<file path="config.mk">
export PLATFORM = sky130hd
export DESIGN_NAME = tank_motion_ctrl
export DESIGN_NICKNAME = d
export VERILOG_FILES = /design/src/rtl/tank_pkg.sv /design/src/rtl/tank_fire_ctrl.sv /design/src/rtl/tank_motion_ctrl.sv
export SDC_FILE = /design/constraint.sdc
export NUM_CORES = 1
export LEC_CHECK = 0
export CAP_MARGIN = 0
export CORE_ASPECT_RATIO = 0.8
export CORE_MARGIN = 10
export CORE_UTILIZATION = 54
export CTS_CLUSTER_SIZE = 14
export DETAILED_ROUTE_END_ITERATION = 16
export HOLD_SLACK_MARGIN = 0.15
export PLACE_DENSITY = 0.76
export SYNTH_ARGS = -nofsm -noshare
export SYNTH_HDL_FRONTEND = slang
export SYNTH_HIERARCHICAL = 1
export SYNTH_SLANG_ARGS = --single-unit
</file>
<file path="constraint.sdc">
create_clock -name clk -period 5.13 [get_ports clk]
set_input_delay 0.513 -clock clk [delete_from_list [all_inputs] [get_ports clk]]
set_output_delay 0.513 -clock clk [all_outputs]
set_load 0.03 [all_outputs]
</file>
<file path="src/rtl/tank_pkg.sv">
// ============================================================================
//  Module      : tank_pkg
//  Description : Shared encodings and field geometry for the tank controller.
//  Revision    : 1.0 - initial release
// ============================================================================
`default_nettype none

package tank_pkg;

  localparam int FIELD_W   = 640;
  localparam int FIELD_H   = 480;
  localparam int SPRITE_SZ = 16;
  localparam int POS_X_W   = 10;
  localparam int POS_Y_W   = 9;

  localparam logic [1:0] DIR_UP    = 2'd0;
  localparam logic [1:0] DIR_DOWN  = 2'd1;
  localparam logic [1:0] DIR_LEFT  = 2'd2;
  localparam logic [1:0] DIR_RIGHT = 2'd3;

  typedef enum logic [1:0] {
    F_READY = 2'd0,
    F_REQ   = 2'd1,
    F_COOL  = 2'd2
  } fire_state_t;

  // Muzzle sits at the sprite centre.
  function automatic int muzzle_off();
    return SPRITE_SZ / 2;
  endfunction

endpackage

`default_nettype wire

</file>
<file path="src/rtl/tank_fire_ctrl.sv">
// ============================================================================
//  Module      : tank_fire_ctrl
//  Description : Fire-request FSM with cooldown counter and muzzle latch.
//  Revision    : 1.0 - initial release
// ============================================================================
`default_nettype none

module tank_fire_ctrl
  import tank_pkg::*;
#(
  parameter int COOLDOWN = 16
) (
  input  logic               clk,
  input  logic               RSTn,
  input  logic               zhen,
  input  logic               key_fire,
  input  logic               fire_ack,
  input  logic [POS_X_W-1:0] pos_x,
  input  logic [POS_Y_W-1:0] pos_y,
  output logic               fire_req,
  output logic [POS_X_W-1:0] fire_x,
  output logic [POS_Y_W-1:0] fire_y
);

  localparam logic [7:0]         c_cooldown = COOLDOWN[7:0];
  localparam logic [POS_X_W-1:0] c_off_x    = POS_X_W'(muzzle_off());
  localparam logic [POS_Y_W-1:0] c_off_y    = POS_Y_W'(muzzle_off());

  fire_state_t r_state;
  logic [7:0]  r_cool_cnt;

  always_ff @(posedge clk or negedge RSTn) begin
    if (!RSTn) begin
      r_state    <= F_READY;
      r_cool_cnt <= 8'd0;
      fire_req   <= 1'b0;
      fire_x     <= '0;
      fire_y     <= '0;
    end else begin
      case (r_state)
        F_READY: begin
          if (zhen && key_fire) begin
            r_state  <= F_REQ;
            fire_req <= 1'b1;
            fire_x   <= pos_x + c_off_x;
            fire_y   <= pos_y + c_off_y;
          end
        end
        // Ack wins over a coincident tick: the counter loads without decrementing.
        F_REQ: begin
          if (fire_ack) begin
            r_state    <= F_COOL;
            fire_req   <= 1'b0;
            r_cool_cnt <= c_cooldown;
          end
        end
        F_COOL: begin
          if (zhen) begin
            r_cool_cnt <= r_cool_cnt - 8'd1;
            if (r_cool_cnt == 8'd1) r_state <= F_READY;
          end
        end
        default: r_state <= F_READY;
      endcase
    end
  end

endmodule

`default_nettype wire

</file>
<file path="src/rtl/tank_motion_ctrl.sv">
// ============================================================================
//  Module      : tank_motion_ctrl
//  Description : Per-frame tank motion, facing and fire-request controller.
//                TANK_MOTION_WRAP_EN: wrap at field edges instead of clamping.
//  Revision    : 1.0 - initial release
// ============================================================================
`default_nettype none

module tank_motion_ctrl
  import tank_pkg::*;
#(
  parameter int X_MAX    = FIELD_W - SPRITE_SZ,
  parameter int Y_MAX    = FIELD_H - SPRITE_SZ,
  parameter int X_INIT   = 304,
  parameter int Y_INIT   = 440,
  parameter int STEP     = 2,
  parameter int COOLDOWN = 16
) (
  input  logic               clk,
  input  logic               RSTn,
  input  logic               zhen,
  input  logic               key_up,
  input  logic               key_down,
  input  logic               key_left,
  input  logic               key_right,
  input  logic               key_fire,
  input  logic               fire_ack,
  output logic [POS_X_W-1:0] pos_x,
  output logic [POS_Y_W-1:0] pos_y,
  output logic [1:0]         dir,
  output logic               moving,
  output logic               fire_req,
  output logic [POS_X_W-1:0] fire_x,
  output logic [POS_Y_W-1:0] fire_y
);

  localparam logic [POS_X_W:0]   c_x_max  = X_MAX[POS_X_W:0];
  localparam logic [POS_Y_W:0]   c_y_max  = Y_MAX[POS_Y_W:0];
  localparam logic [POS_X_W:0]   c_step_x = STEP[POS_X_W:0];
  localparam logic [POS_Y_W:0]   c_step_y = STEP[POS_Y_W:0];
  localparam logic [POS_X_W-1:0] c_x_init = X_INIT[POS_X_W-1:0];
  localparam logic [POS_Y_W-1:0] c_y_init = Y_INIT[POS_Y_W-1:0];
`ifdef TANK_MOTION_WRAP_EN
  localparam logic [POS_X_W-1:0] c_x_under = X_MAX[POS_X_W-1:0];
  localparam logic [POS_X_W-1:0] c_x_over  = '0;
  localparam logic [POS_Y_W-1:0] c_y_under = Y_MAX[POS_Y_W-1:0];
  localparam logic [POS_Y_W-1:0] c_y_over  = '0;
`else
  localparam logic [POS_X_W-1:0] c_x_under = '0;
  localparam logic [POS_X_W-1:0] c_x_over  = X_MAX[POS_X_W-1:0];
  localparam logic [POS_Y_W-1:0] c_y_under = '0;
  localparam logic [POS_Y_W-1:0] c_y_over  = Y_MAX[POS_Y_W-1:0];
`endif

  logic               w_key_any;
  logic [1:0]         w_dir;
  logic [POS_X_W:0]   w_x_inc, w_x_dec;
  logic [POS_Y_W:0]   w_y_inc, w_y_dec;
  logic [POS_X_W-1:0] w_x_next;
  logic [POS_Y_W-1:0] w_y_next;
  logic               w_moving;

  assign w_key_any = key_up | key_down | key_left | key_right;

  always_comb begin
    w_dir = dir;
    if      (key_up)    w_dir = DIR_UP;
    else if (key_down)  w_dir = DIR_DOWN;
    else if (key_left)  w_dir = DIR_LEFT;
    else if (key_right) w_dir = DIR_RIGHT;
  end

  // One extra bit: MSB of a decrement flags underflow, increments compare to max.
  assign w_x_inc = {1'b0, pos_x} + c_step_x;
  assign w_x_dec = {1'b0, pos_x} - c_step_x;
  assign w_y_inc = {1'b0, pos_y} + c_step_y;
  assign w_y_dec = {1'b0, pos_y} - c_step_y;

  always_comb begin
    w_x_next = pos_x;
    w_y_next = pos_y;
    if (w_key_any) begin
      case (w_dir)
        DIR_UP:    w_y_next = w_y_dec[POS_Y_W] ? c_y_under : w_y_dec[POS_Y_W-1:0];
        DIR_DOWN:  w_y_next = (w_y_inc > c_y_max) ? c_y_over : w_y_inc[POS_Y_W-1:0];
        DIR_LEFT:  w_x_next = w_x_dec[POS_X_W] ? c_x_under : w_x_dec[POS_X_W-1:0];
        DIR_RIGHT: w_x_next = (w_x_inc > c_x_max) ? c_x_over : w_x_inc[POS_X_W-1:0];
      endcase
    end
  end

`ifdef TANK_MOTION_WRAP_EN
  assign w_moving = w_key_any;
`else
  assign w_moving = (w_x_next != pos_x) || (w_y_next != pos_y);
`endif

  always_ff @(posedge clk or negedge RSTn) begin
    if (!RSTn) begin
      pos_x  <= c_x_init;
      pos_y  <= c_y_init;
      dir    <= DIR_UP;
      moving <= 1'b0;
    end else if (zhen) begin
      pos_x  <= w_x_next;
      pos_y  <= w_y_next;
      dir    <= w_dir;
      moving <= w_moving;
    end
  end

  // Fire path sees pre-update coordinates so the muzzle matches the drawn sprite.
  tank_fire_ctrl #(
    .COOLDOWN (COOLDOWN)
  ) u_fire (
    .clk      (clk),
    .RSTn     (RSTn),
    .zhen     (zhen),
    .key_fire (key_fire),
    .fire_ack (fire_ack),
    .pos_x    (pos_x),
    .pos_y    (pos_y),
    .fire_req (fire_req),
    .fire_x   (fire_x),
    .fire_y   (fire_y)
  );

endmodule

`default_nettype wire

</file>
# Word-level counts from Yosys, hierarchy flattened
# Cells that the tools add are included.
# classes
order_cmp,2
mux,23
eq_ne,12
n_reduce_logical,10
n_bitwise,3
addsub,7
# ops
cell,count
$mux 10,3
$mux 9,3
$pmux 10 s2,1
$pmux 9 s2,1
$mux 2,8
$mux 8,2
$pmux 8 s2,1
$add 10x2->11 const B,1
$gt 11x10->1 const B,1
$sub 10x2->11 const B,1
$add 10x4->10 const B,1
$add 9x2->10 const B,1
$gt 10x9->1 const B,1
$ne 10x10->1,1
$sub 9x2->10 const B,1
$add 9x4->9 const B,1
$ne 9x9->1,1
$eq 8x1->1 const B,1
$sub 8x1->8 const B,1
$eq 2x2->1 const B,3
$pmux 2 s3,1
$reduce_and 3->1,2
$eq 2x1->1 const B,2
$logic_not 2->1,2
other kinds (10),16
# word_totals
in_bits,9
ff_bits,52
word_cells,66
output_inout_bits,42

# Depth between registers and ports, before layout
# logic_depth
word_depth,9
depth_mapped,13
mapped_depth_nobuf,11

# Hierarchy
# The synthesis kept the hierarchy.
# modules_own_cells
module,seq_area_each_um2,area_each_um2,cells_each,instances
tank_motion_ctrl,560.5,2660.1,369,1
tank_fire_ctrl,750.7,1403.8,146,1

# Worst setup path before layout
# No wires, ideal clock.
# synth_timing
kind,register to register
start,register pos_y[2]
end,register moving
required_time_ns,5.004
path_slack_ns,1.863
t_arrival_ns,3.141
setup_ns,0.126
n_path_buf,2
path_stages_with_launch,13
synth_period_minus_slack_ns,3.267
path_cell_list,dfrtp_1 ha_1 buf_2 nand2_1 o31ai_2 a32oi_1 or3_1 buf_6 o211ai_4 o311a_1 o2111ai_1 or4_1 o32a_1
# synth_via
elab_chain_len,7
word_cells_on_any_way,9
cone_classes,2 x add/sub; 1 x order compare; 1 x eq/ne; 4 x mux; 1 x reduce/logical
# synth_lines
element,line,text
from (decl),tank_motion_ctrl.sv:29,"output logic [POS_Y_W-1:0] pos_y,"
from (signal assigned),tank_motion_ctrl.sv:101,pos_y <= c_y_init;
from (signal assigned),tank_motion_ctrl.sv:106,pos_y <= w_y_next;
$add 9x2->10,tank_motion_ctrl.sv:76,"assign w_y_inc = {1'b0, pos_y} + c_step_y;"
$gt 10x9->1,tank_motion_ctrl.sv:85,DIR_DOWN: w_y_next = (w_y_inc > c_y_max) ? c_y_over : w_y_inc[POS_Y_W-1:0];
$mux 9,tank_motion_ctrl.sv:85,
$pmux 9 s2,tank_motion_ctrl.sv:83,case (w_dir)
$mux 9,tank_motion_ctrl.sv:82,if (w_key_any) begin
$ne 9x9->1 (*),tank_motion_ctrl.sv:95,assign w_moving = (w_x_next != pos_x) || (w_y_next != pos_y);
$logic_or 1x1->1 (*),tank_motion_ctrl.sv:95,
to (signal assigned),tank_motion_ctrl.sv:108,moving <= w_moving;
to (decl),tank_motion_ctrl.sv:31,"output logic moving,"
# Every way passes the cells marked *; elsewhere a longest branch is shown, timed or not.
# A chain may end at the register's enable or synchronous reset.

# Worst setup path after layout
# layout_timing
start,input port key_up
end,register moving
# layout_via
elab_chain_len,6
word_cells_on_any_way,15
cone_classes,5 x eq/ne; 5 x mux; 3 x bitwise; 2 x reduce/logical
# layout_lines
element,line,text
from (decl),tank_motion_ctrl.sv:22,"input logic key_up,"
$mux 2 or $or 1x1->1 (tied branches),"tank_motion_ctrl.sv:67, tank_motion_ctrl.sv:63",
"$eq 2x2->1, or another cell as far along",tank_motion_ctrl.sv:83,
"$pmux 10 s2, or another cell as far along",tank_motion_ctrl.sv:83,
$mux 10 or $mux 9 (tied branches),tank_motion_ctrl.sv:82,
$ne 10x10->1 or $ne 9x9->1 (tied branches),tank_motion_ctrl.sv:95,
$logic_or 1x1->1 (*),tank_motion_ctrl.sv:95,
# Marks and branches as above.

==> flow_results.org <==
** Worst setup path
- Critical path data required time :: 5350 ps
- Most common cell on crit path :: o2111ai_1
- Cell at the slowest stage of the critical path :: nor2_1
- Peak per-stage delay on the critical path :: between 600 and 700 ps
- CP Cell Sequence :: clkdlybuf4s50_1, nor2_1, o21ai_1, o311ai_0, o2111ai_1, nor4_1, o2111ai_1, or4_1, o32a_1
- Data on the critical path arrives at its endpoint at approximately 4200 ps.
- Of all nets on the critical path, the largest fanout is 13.
- WS Path Type :: in2reg
- The worst setup path is captured at a flop.
- The worst setup path is launched from an input pin.

** Layout
- Proportion of layout cells with a drive suffix above 1 :: 6.618%
- For this run, the share of the core covered by cells in the final layout is between 60% and 70%.
- Number of standard cells in the layout, taps in and fillers out :: 634
- Net count reported at finish :: 560
- Relative to the synthesized area, the layout overhead comes to 13.89%.
- Fill cells in the final layout number between 600 and 700.
- The repair_antennas step left the layout with diodes totalling 0.

** Logic synthesis
- After synthesis, the cell types taking the most area are dfrtp_1 (27%), nand2_1 (6.9%), dfstp_2 (5.2%).
- Cell with the most instances after synthesis :: nand2_1
- Among all flip-flop cells after synthesis, the most frequent one is dfrtp_1.
- Summed instance area of the synthesized netlist :: just over 4000 µm²
- Sequential cells were found to cover ~32% of the synthesized design area.
- The top cell type by area accounts for 27.09% of the synthesized area.
- Number of warnings issued by yosys :: 6
- Synthesis handed over a netlist of between 500 and 600 instances.
- The commonest cells after synthesis are nand2_1 (75), dfrtp_1 (44), nor2_1 (43), o21ai_0 (39), a21oi_1 (32).
- The number of different library cells used by synthesis comes to 71.
- The average instance in the mapped netlist occupies ~7.9 µm².
- Fraction of registers with async set or reset after synthesis :: 100.0%
- The synthesized design contains 0 enable-type register cells.
- The largest total area in the synthesized netlist belongs to dfrtp_1.
- Nets in the synthesized netlist :: roughly 530
- Total of flip-flops plus latches after synthesis :: 52

** Place
- Prior to clock tree synthesis, the placed netlist has a worst setup slack of 960.1 ps.
- At the end of routability-driven placement, the weighted congestion stood at 0.9570.
- Number of cells in the design after placement :: 626
- Buffers placed on the I/O ports in this run total 50.
- Half-perimeter wire length of the detailed placement result :: 9.120 mm

** Clocking
- In this run, post-CTS repair resized a total of 0 instances.
- In this run the clock root is driven by a clkbuf_8.
- Clock tree sinks :: 52
- TritonCTS built the clock tree.
- Buffers added to address setup during post-CTS repair amount to 0.
- Clock tree synthesis inserted a total of 5 buffers.
- No sink is reached through more buffers than the 2 on the longest clock path.
- At the later pin of the worst-skew pair, clock insertion delay measures 320 ps.
- Clock-pin slew was measured on the worst setup and hold paths at ~110 ps.
- The clock tree synthesis step divided the H-tree into 2 levels.
- The number of hold buffers added after CTS was 0.

** Route
- Using the TritonRoute via totals, the vias-per-cell ratio works out to roughly 6.8.
- Pre-Repair DR Iteration Count :: 5
- For this run, design rule violations remaining after detail routing come to 0.
- Via count :: approximately 4300
- Total routed wirelength :: 12.77 mm
- In this run the remaining antenna-violating nets after routing total 0.
- After detailed routing, the average wire length per cell comes to approximately 20 µm.
- Violation count after the first detailed-route iteration :: 671

** Die
- The total area inside the core boundary comes to 7357 µm².
- For this configuration, the core starts out at a cell density of 55.24%.
- After floorplanning, the core was divided into 28 placement rows.
- Die footprint :: 11420 µm²
- For this design the top-level I/O count stands at a little over 50.
- Vertical die dimension :: 97.59 µm
- Die span in x :: 117.0 µm

** Timing
- The hold violation total from the final report was 0.
- Final TNS setup :: 0 ps
- In the finished design, the share of the clock period the worst path needs comes to 76.79%.
- Clock skew :: 11.61 ps
- Relative slew slack :: a little under two fifths
- Highest Clock Rate :: around 250 MHz
- Tightest hold margin :: 304.1 ps
- Setup violations remaining at the end of the flow were counted as 0.
- Unrepaired setup endpoints after global routing :: false
- Number of pins with negative max-slew slack in the final report :: 0
- Final Critical Period :: between 3000 and 4000 ps
- Setup slack of the critical path after layout :: 1191 ps
- Pin slew with the least headroom to its limit :: between 900 and 1000 ps

** Worst hold path
- Worst min-delay path class :: in2async

** Run status
- The flow ran to the end, and the final reports show no timing, DRC or antenna violations.

** Global route
- Entering global routing, the biggest net connects 53 pins.
- Remaining Overflow, GRT :: 0
- Vias in the first global route :: 4014
- GRT Util Overall :: 22.05%
- The first global-routing pass estimated 20.76 mm of wire.
- Initial antenna violation count :: 0

** Power
- Peak VDD IR :: slightly below 300 µV
- In this run the static leakage power is ~1.8 nW.
- In this run the power density over the cells is 596.6 nW/µm².

** Run
- Max-capacitance violation count :: 0
-- final cells by class --
cell class              count  area, µm²  share of cell area [%]
clock inverters             3      25.02                  0.5407
inverters                  14      52.55                   1.135
clock buffers               5      68.82                   1.487
flip-flops and latches     52       1311                   28.33
multi-input cells         415       2525                   54.56
well taps                  90      112.6                   2.433
repair buffers             55      533.0                   11.52
-- layer usage --
layer	share of wire, %	track usage (%)
met4	1.6	6.357
met5	0	0
met3	11	4.444
met1	44	31.35
met2	44	32.61
-- report_power, final --
| group | switching (mW) | leakage [nW] | internal (mW) | total, mW |
|---|---|---|---|---|
| Combinational | 0.918 | 1.16 | 0.648 | 1.57 |
| Clock | 0.153 | 0.0452 | 0.0998 | 0.252 |
| Sequential | 0.351 | 0.618 | 0.592 | 0.943 |
| Total | 1.42 | 1.82 | 1.34 | 2.76 |
-- flip-flops by register name, summed over array words and instances (netlist names) --
signal / count
pos_y: 9
dir: 2
moving: 1
u_fire/fire_y: 9
pos_x: 10
u_fire/fire_req: 1
u_fire/r_state: 2
u_fire/fire_x: 10
u_fire/r_cool_cnt: 8
-- cells in the final DEF, fill, tap and decap left out, drive strengths merged, types with 6 or more instances in the layout --
cell	instances
o21a	6
nand2	75
and3	9
or4	8
a31oi	8
nand3	28
ha	8
buf	6
dfrtp	44
or3	7
nor2	43
a22oi	7
o21ai	40
nor4	6
clkdlybuf4s50	49
xnor2	8
xor2	9
nor3	13
nand4	9
inv	15
a21oi	32
mux2i	7
dfstp	8
-- worst max-delay path: cells and delay by family --
kind	cells	cell delay, ps
AOI/OAI and AO/OA	5	1610
and+or+nand+nor	3	1440
buffers and inverters	1	600
-- kinds of logic after synthesis --
logic type / Yosys count / synth area share [%]
compound gates: 147 / 24.08
flops: 52 / 32.27
fa+ha+maj: 8 / 2.463
mux: 9 / 2.278
xor+xnor: 17 / 3.664
simple gates: 234 / 29.65
buf+inv: 48 / 5.603
-- path summary, 6_finish.rpt --
check,endpoint,start,depth (start not counted),slack [ps]
max,moving,key_up,9,1190
min,u_fire/fire_x[3],RSTn,2,300
max reg2reg,moving,pos_x[1],10,1200
min reg2reg,u_fire/fire_x[6],u_fire/fire_x[6],2,480
max in group asynchronous,pos_x[2],RSTn,2,4390
min in group clk,u_fire/fire_x[6],u_fire/fire_x[6],2,480
-- through the flow --
stage / cell area [µm²] / power, mW
after floorplan: 4064 / 1.984
after global placement: 4534 / 2.467
after CTS: 4628 / 2.750
after detailed placement: 4534 / 2.494
after global routing: 4628 / 2.960
final: 4628 / 2.761
No activity file was read; power rests on OpenSTA's default activity.
